===== src/rtl/serial_subtractor.sv =====
// serial_subtractor: bit-serial unsigned subtractor, LSB first.
// One full-subtractor cell plus a registered borrow. The operation is
// requested with start, reported with a one-cycle done pulse, and the
// result is held in output registers until the next completion.
// Optional feature: define SERIAL_SUB_OVF_EN to add the signed-overflow
// output ovf.
module serial_subtractor #(
    parameter int WIDTH = 8
) (
    input  logic             clk,
    input  logic             rst,
    input  logic             start,
    input  logic [WIDTH-1:0] a,
    input  logic [WIDTH-1:0] b,
    output logic             busy,
    output logic             done,
    output logic [WIDTH-1:0] diff,
    output logic             borrow
`ifdef SERIAL_SUB_OVF_EN
    ,
    output logic             ovf
`endif
);

    // Counter indexes bits 0..WIDTH-1.
    localparam int CNT_W = (WIDTH > 2) ? $clog2(WIDTH) : 1;
    localparam logic [CNT_W-1:0] LAST_BIT = CNT_W'(WIDTH - 1);

    typedef enum logic [1:0] {
        ST_IDLE = 2'd0,
        ST_RUN  = 2'd1,
        ST_DONE = 2'd2
    } state_t;

    state_t            state_q,  state_d;
    logic [WIDTH-1:0]  a_q,      a_d;      // minuend shift register
    logic [WIDTH-1:0]  b_q,      b_d;      // subtrahend shift register
    logic [WIDTH-1:0]  res_q,    res_d;    // result assembled MSB-first
    logic              br_q,     br_d;     // running borrow
    logic [CNT_W-1:0]  cnt_q,    cnt_d;    // bit index
    logic [WIDTH-1:0]  diff_q,   diff_d;   // held result
    logic              borrow_q, borrow_d; // held final borrow

`ifdef SERIAL_SUB_OVF_EN
    logic              a_msb_q,  a_msb_d;  // operand sign bits, captured at accept
    logic              b_msb_q,  b_msb_d;
    logic              ovf_q,    ovf_d;
`endif

    // Full-subtractor cell working on the current LSBs.
    logic a0, b0, d_bit, br_next;
    logic [WIDTH-1:0] res_shifted;

    // Difference and borrow for the bit currently at the bottom of the shifters.
    always_comb begin
        a0          = a_q[0];
        b0          = b_q[0];
        d_bit       = a0 ^ b0 ^ br_q;
        br_next     = (~a0 & b0) | (~(a0 ^ b0) & br_q);
        res_shifted = {d_bit, res_q[WIDTH-1:1]};
    end

    // Next-state and datapath update for the IDLE/RUN/DONE sequence.
    always_comb begin
        // NOTE: every target gets a hold default first so no path through the
        // case leaves a variable unassigned, which would infer a latch.
        state_d  = state_q;
        a_d      = a_q;
        b_d      = b_q;
        res_d    = res_q;
        br_d     = br_q;
        cnt_d    = cnt_q;
        diff_d   = diff_q;
        borrow_d = borrow_q;
`ifdef SERIAL_SUB_OVF_EN
        a_msb_d  = a_msb_q;
        b_msb_d  = b_msb_q;
        ovf_d    = ovf_q;
`endif

        case (state_q)
            ST_IDLE: begin
                if (start) begin
                    a_d     = a;
                    b_d     = b;
                    res_d   = '0;
                    br_d    = 1'b0;
                    cnt_d   = '0;
                    state_d = ST_RUN;
`ifdef SERIAL_SUB_OVF_EN
                    a_msb_d = a[WIDTH-1];
                    b_msb_d = b[WIDTH-1];
`endif
                end
            end

            ST_RUN: begin
                res_d = res_shifted;
                a_d   = a_q >> 1;
                b_d   = b_q >> 1;
                br_d  = br_next;
                cnt_d = cnt_q + CNT_W'(1);
                if (cnt_q == LAST_BIT) begin
                    // Last bit lands on this edge: publish the finished result.
                    state_d  = ST_DONE;
                    diff_d   = res_shifted;
                    borrow_d = br_next;
`ifdef SERIAL_SUB_OVF_EN
                    ovf_d    = (a_msb_q != b_msb_q) && (d_bit != a_msb_q);
`endif
                end
            end

            ST_DONE: begin
                // start is deliberately ignored here; accept only from IDLE.
                state_d = ST_IDLE;
            end

            default: begin
                state_d = ST_IDLE;
            end
        endcase
    end

    // State and datapath registers with synchronous reset.
    always_ff @(posedge clk) begin
        // NOTE: non-blocking assignments so every register samples the values
        // from before this edge, independent of statement order.
        if (rst) begin
            state_q  <= ST_IDLE;
            a_q      <= '0;
            b_q      <= '0;
            res_q    <= '0;
            br_q     <= 1'b0;
            cnt_q    <= '0;
            diff_q   <= '0;
            borrow_q <= 1'b0;
`ifdef SERIAL_SUB_OVF_EN
            a_msb_q  <= 1'b0;
            b_msb_q  <= 1'b0;
            ovf_q    <= 1'b0;
`endif
        end else begin
            state_q  <= state_d;
            a_q      <= a_d;
            b_q      <= b_d;
            res_q    <= res_d;
            br_q     <= br_d;
            cnt_q    <= cnt_d;
            diff_q   <= diff_d;
            borrow_q <= borrow_d;
`ifdef SERIAL_SUB_OVF_EN
            a_msb_q  <= a_msb_d;
            b_msb_q  <= b_msb_d;
            ovf_q    <= ovf_d;
`endif
        end
    end

    // Handshake outputs decode the state; result outputs come straight from flops.
    always_comb begin
        busy   = (state_q != ST_IDLE);
        done   = (state_q == ST_DONE);
        diff   = diff_q;
        borrow = borrow_q;
`ifdef SERIAL_SUB_OVF_EN
        ovf    = ovf_q;
`endif
    end

endmodule


===== config.mk =====
export PLATFORM = sky130hd
export DESIGN_NAME = serial_subtractor
export DESIGN_NICKNAME = d
export VERILOG_FILES = /design/src/rtl/serial_subtractor.sv
export SDC_FILE = /design/constraint.sdc
export NUM_CORES = 1
export LEC_CHECK = 0
export ABC_AREA = 1
export CAP_MARGIN = 40
export CORE_MARGIN = 3
export CORE_UTILIZATION = 55
export DETAILED_ROUTE_END_ITERATION = 16
export PLACE_DENSITY_LB_ADDON = 0.1
export SKIP_LAST_GASP = 1
export SYNTH_ARGS = -nofsm -noshare
export SYNTH_HDL_FRONTEND = slang
export SYNTH_SLANG_ARGS = --single-unit

===== constraint.sdc =====
create_clock -name clk -period 1.97 [get_ports clk]
set_input_delay 0.394 -clock clk [delete_from_list [all_inputs] [get_ports clk]]
set_output_delay 0.394 -clock clk [all_outputs]
set_load 0.05 [all_outputs]

; ---- Word-level counts from Yosys, hierarchy flattened
; Cells that the tools add are included.
[totals]
rom_bits = 0
ramBits = 0
regBits = 39
n_memories = 0
latchBits = 0
[op_classes]
bitwise = 7
muxes = 13
n_div = 0
n_addsub = 1
eq_ne = 5
magnitude_cmp = 0
n_reduce_logical = 6
n_mul = 0
shifts = 0
[op_table]
columns = cell, n
row1 = one-hot mux 8 bit (2 select lines), 3
row2 = two-way mux 8 bit, 3
row3 = one-hot mux 3 bit (2 select lines), 1
row4 = AND reduction 2 bit, 3
row5 = two-way mux 2 bit, 2
row6 = "!= test 2 bit, second input constant", 2
row7 = one-hot mux 2 bit (2 select lines), 1
row8 = nonzero test 2 bit, 2
row9 = "adder 3 x 1 -> 3 bit, second input constant", 1
row10 = "== test 3 bit, second input constant", 1
row11 = two-way mux 3 bit, 1
row12 = bitwise AND 1 bit, 2
row13 = "== test 2 x 1 -> 1 bit, second input constant", 1
row14 = "== test 2 bit, second input constant", 1
row15 = zero test 2 bit, 1
row16 = inverter 1 bit, 2
row17 = one-hot mux 1 bit (2 select lines), 1
row18 = XOR 1 bit, 2
row19 = two-way mux 1 bit, 1
row20 = bitwise OR 1 bit, 1

; ---- Depth between registers and ports, before layout
[logic_depth]
ltp_word = 5
mapped_depth = 7

; ---- Least setup slack after synthesis
; OpenSTA, ideal clock, no wires.
[synth_path]
kind = register -> output
start = register state_q[0]
end = output port done
required_time_ns = 1.576
slack_ns = 0.269
n_path_buf = 2
path_stages_with_launch = 4
arrival_ns = 1.307
path_cell_list = dfxtp_1 buf_4 clkbuf_1 nor2_1
[synth_via]
elab_chain_cells = 1
[synth_rtl]
columns = item, line_no
row1 = "start, declared", 35  ; state_t state_q, state_d;
row2 = "start signal, assigned", 144  ; state_q <= state_d;
row3 = == test 2 bit, 163  ; done = (state_q == ST_DONE);
row4 = "end, declared", 16  ; output logic done,
; No other way between the ends.

; ---- Final worst setup path
[layout_path]
start = register diff_q[4] (netlist: diff[4])
end = output port diff[4]
[layout_lines]
columns = item, line_no
row1 = "start, declared", 41  ; logic [WIDTH-1:0] diff_q, diff_d;
row2 = "start signal, assigned", 150  ; diff_q <= diff_d;
row3 = "end, declared", 17  ; output logic [WIDTH-1:0] diff,
; No word-level cell between the ends.

==> flow_summary.ini <==
[timing]
slew_headroom_pct = 55.8
timing.final.crit_share_pct = 96.3
min_period_ps = 1900
rsz0062_at_grt = no
finalHoldViolations = 0
tns_ps = 0
fmax_mhz = 527
worst_slew_pin_slew_ps = 662
setup_violations = 0
finalMaxSlewViolations = 0
skew_ps = 13.7

[synth]
synth.top_cell.area_share_pct = 45.3
synth_adder_area_share_pct = 2.68
synth_top_family_by_area = simple AND/OR/NAND/NOR gates
synth_edf_count = 0
synth_nets = 272
synthMuxAreaShare_pct = 0
synth_area_per_cell_um2 = 6.72
synth.area.top_cells = dfxtp_1 (45%), nand2_1 (19%), nor2_1 (8.5%)
synth_cells = 250
synth_seq_cells = 38
async_flop_share_pct = 0
synthXorXnorAreaFrac_pct = 0
ys_seq_area_share_pct = 45.3
synthSimpleGateAreaFrac_pct = 29.6
synth_area_um2 = 1680
ys.flop_type = dfxtp_1
synthDistinctLibCells = 17
synth_area_leader_cell = dfxtp_1
synth_compound_area_share_pct = 10.8
synth_warnings = 0

[floorplan]
initial_utilization_pct = 59.4
die_y_um = 61.3
io_pins = 30
die_area_um2 = 3750
core_um2 = 2830
rows = 19
die_x_um = 61.3

[layout]
final_common_cell = nand2_1
fin_nets = 300
drive_above_1_share_pct = 6.45
area.growth.synth_to_final_pct = 22.5
diodes = 0
final_cell_mix = nand2_1 (83), nor2_1 (38), dfxtp_1 (38)

[worst_setup_path]
slowest_delay_ps = 800
path_buf_inv = 1
regToRegStartpoint = cnt_q[0]
path_cells = clkdlybuf4s50_1
rrSetupSlack_ps = 550
endpoint_kind = output port
arrival_ps = 1500
worst_setup_path_start_kind = register
reg2reg_to = borrow
worstSetupPathType = reg -> out
cp.required_ps = 1580
r2r_cells = 7
critical-path-top-delay-family = buffers and inverters
critical_path.max_fanout = 2
cp_slowest_cell = clkdlybuf4s50_1

[power_and_ir_drop]
p_leak_nw = 1.03
powerDensity_nw_per_um2 = 698
peakVddDrop_uv = 652
finalPower_mw = 1.44

[clocking]
root_buffer = clkbuf_4
clkTransAtPathRegs_ps = 120
cts_tree = done
cts_num_sinks = 38
cts_buffers = 5
ctsLongestPathBuffers = 2
htreeDepth = 2
clk_latency_ps = 340
postCtsHoldBufs = 0

[routing]
first_iter_violations = 107
antenna_left = 0
wl_per_cell_um = 10.8
num_vias = 1516
routed_via_density = 4.89
drtPass1Iterations = 5
drc = 0
drt_wl_total_um = 3340

[job]
drv_cap = 0

[grt]
antenna_found_initial = 0
grt_max_degree = 35
first_global_vias = 1369
grtUsageTotal_pct = 20.7
grt_pass1_wl_um = 5690
overflow = 0

[run_status]
outcome = complete, no violations

[placement]
io_buffer_count = 29
gp_congestion = 0.745
hpwl_um = 2270

[worst_hold_path]
min-delay-start = br_q
hold_class = reg -> reg
hold_path_depth = 2
hold_end = br_q
synthesized netlist by cell type (2+ instances only):
cell type	number
a21oi_1	24
buf_2	6
buf_4	4
clkbuf_1	2
dfxtp_1	38
ha_1	2
inv_1	33
nand2_1	83
nand3_1	5
nor2_1	38
o21ai_0	9
worst min-delay path, cell delays in order, from the launching register on:
cell and delay [ps]:
dfxtp_1 330, nand2_1 60, a21oi_1 50
sequential cells by signal, summed over array words and instances (netlist names):
signal   count
b_q          8
borrow       1
br_q         1
diff         8
a_q          8
cnt_q        3
res_q        7
state_q      2
final cells by class:
type,instances,area [um2]
clock buffer,5,37.5
clock inverter,3,21.3
fill,259,772
inverter,34,128
multi-input combinational,166,723
sequential,38,761
tap,31,38.8
timing repair buffer,33,348
report_power, final:
part	internal [mW]	total (mW)	switching (mW)
clock	0.139	0.404	0.265
combinational	0.0970	0.215	0.118
sequential	0.803	0.818	0.0146
stage by stage:
stage          utilization, %  cells  worst slack (ps)  hold slack [ps]  instance area, um2
2_1_floorplan               -    250               269              439                1680
3_3_place_gp             70.4    302               287              450                1990
3_5_place_dp             70.4    302               202              452                1990
4_1_cts                  72.4    310              54.1              470                2050
5_1_grt                  72.7    310              1.44              503                2060
6_report                 72.7    310              72.2              466                2060
how the worst max path moves through the flow:
| stage | slack, ps | to | from | cells past startpoint |
|---|---|---|---|---|
| 6_report | 70 | diff[4] | diff[4] | 1 |
| 5_1_grt | 1 | diff[3] | diff[3] | 1 |
| 4_1_cts | 50 | diff[6] | diff[6] | 1 |
| 3_5_place_dp | 200 | diff[5] | rst | 4 |
| 3_3_place_gp | 290 | b_q[4] | start | 6 |
| 2_1_floorplan | 270 | done | state_q[0] | 3 |
cells by family after synthesis:
logic type / after synthesis
adders and majority gates: 3
DFF: 38
and+or+nand+nor: 129
buffers and inverters: 46
AOI/OAI and AO/OA: 34
metal layers:
metal / wire length (um) / share of wire [%] / GRT usage [%]
met5: 0 / 0 / 0
met4: 28 / 0.84 / 7.12
met2: 1590 / 47 / 35.6
met3: 150 / 4.5 / 7.76
met1: 1580 / 47 / 23.5
what timing repair did:
item                       in CTS  in global routing
setup endpoints to repair       0                  3
buffers inserted                0                  0
resized for setup               0                  3
Note: power is estimated with default switching activity, not from simulation.
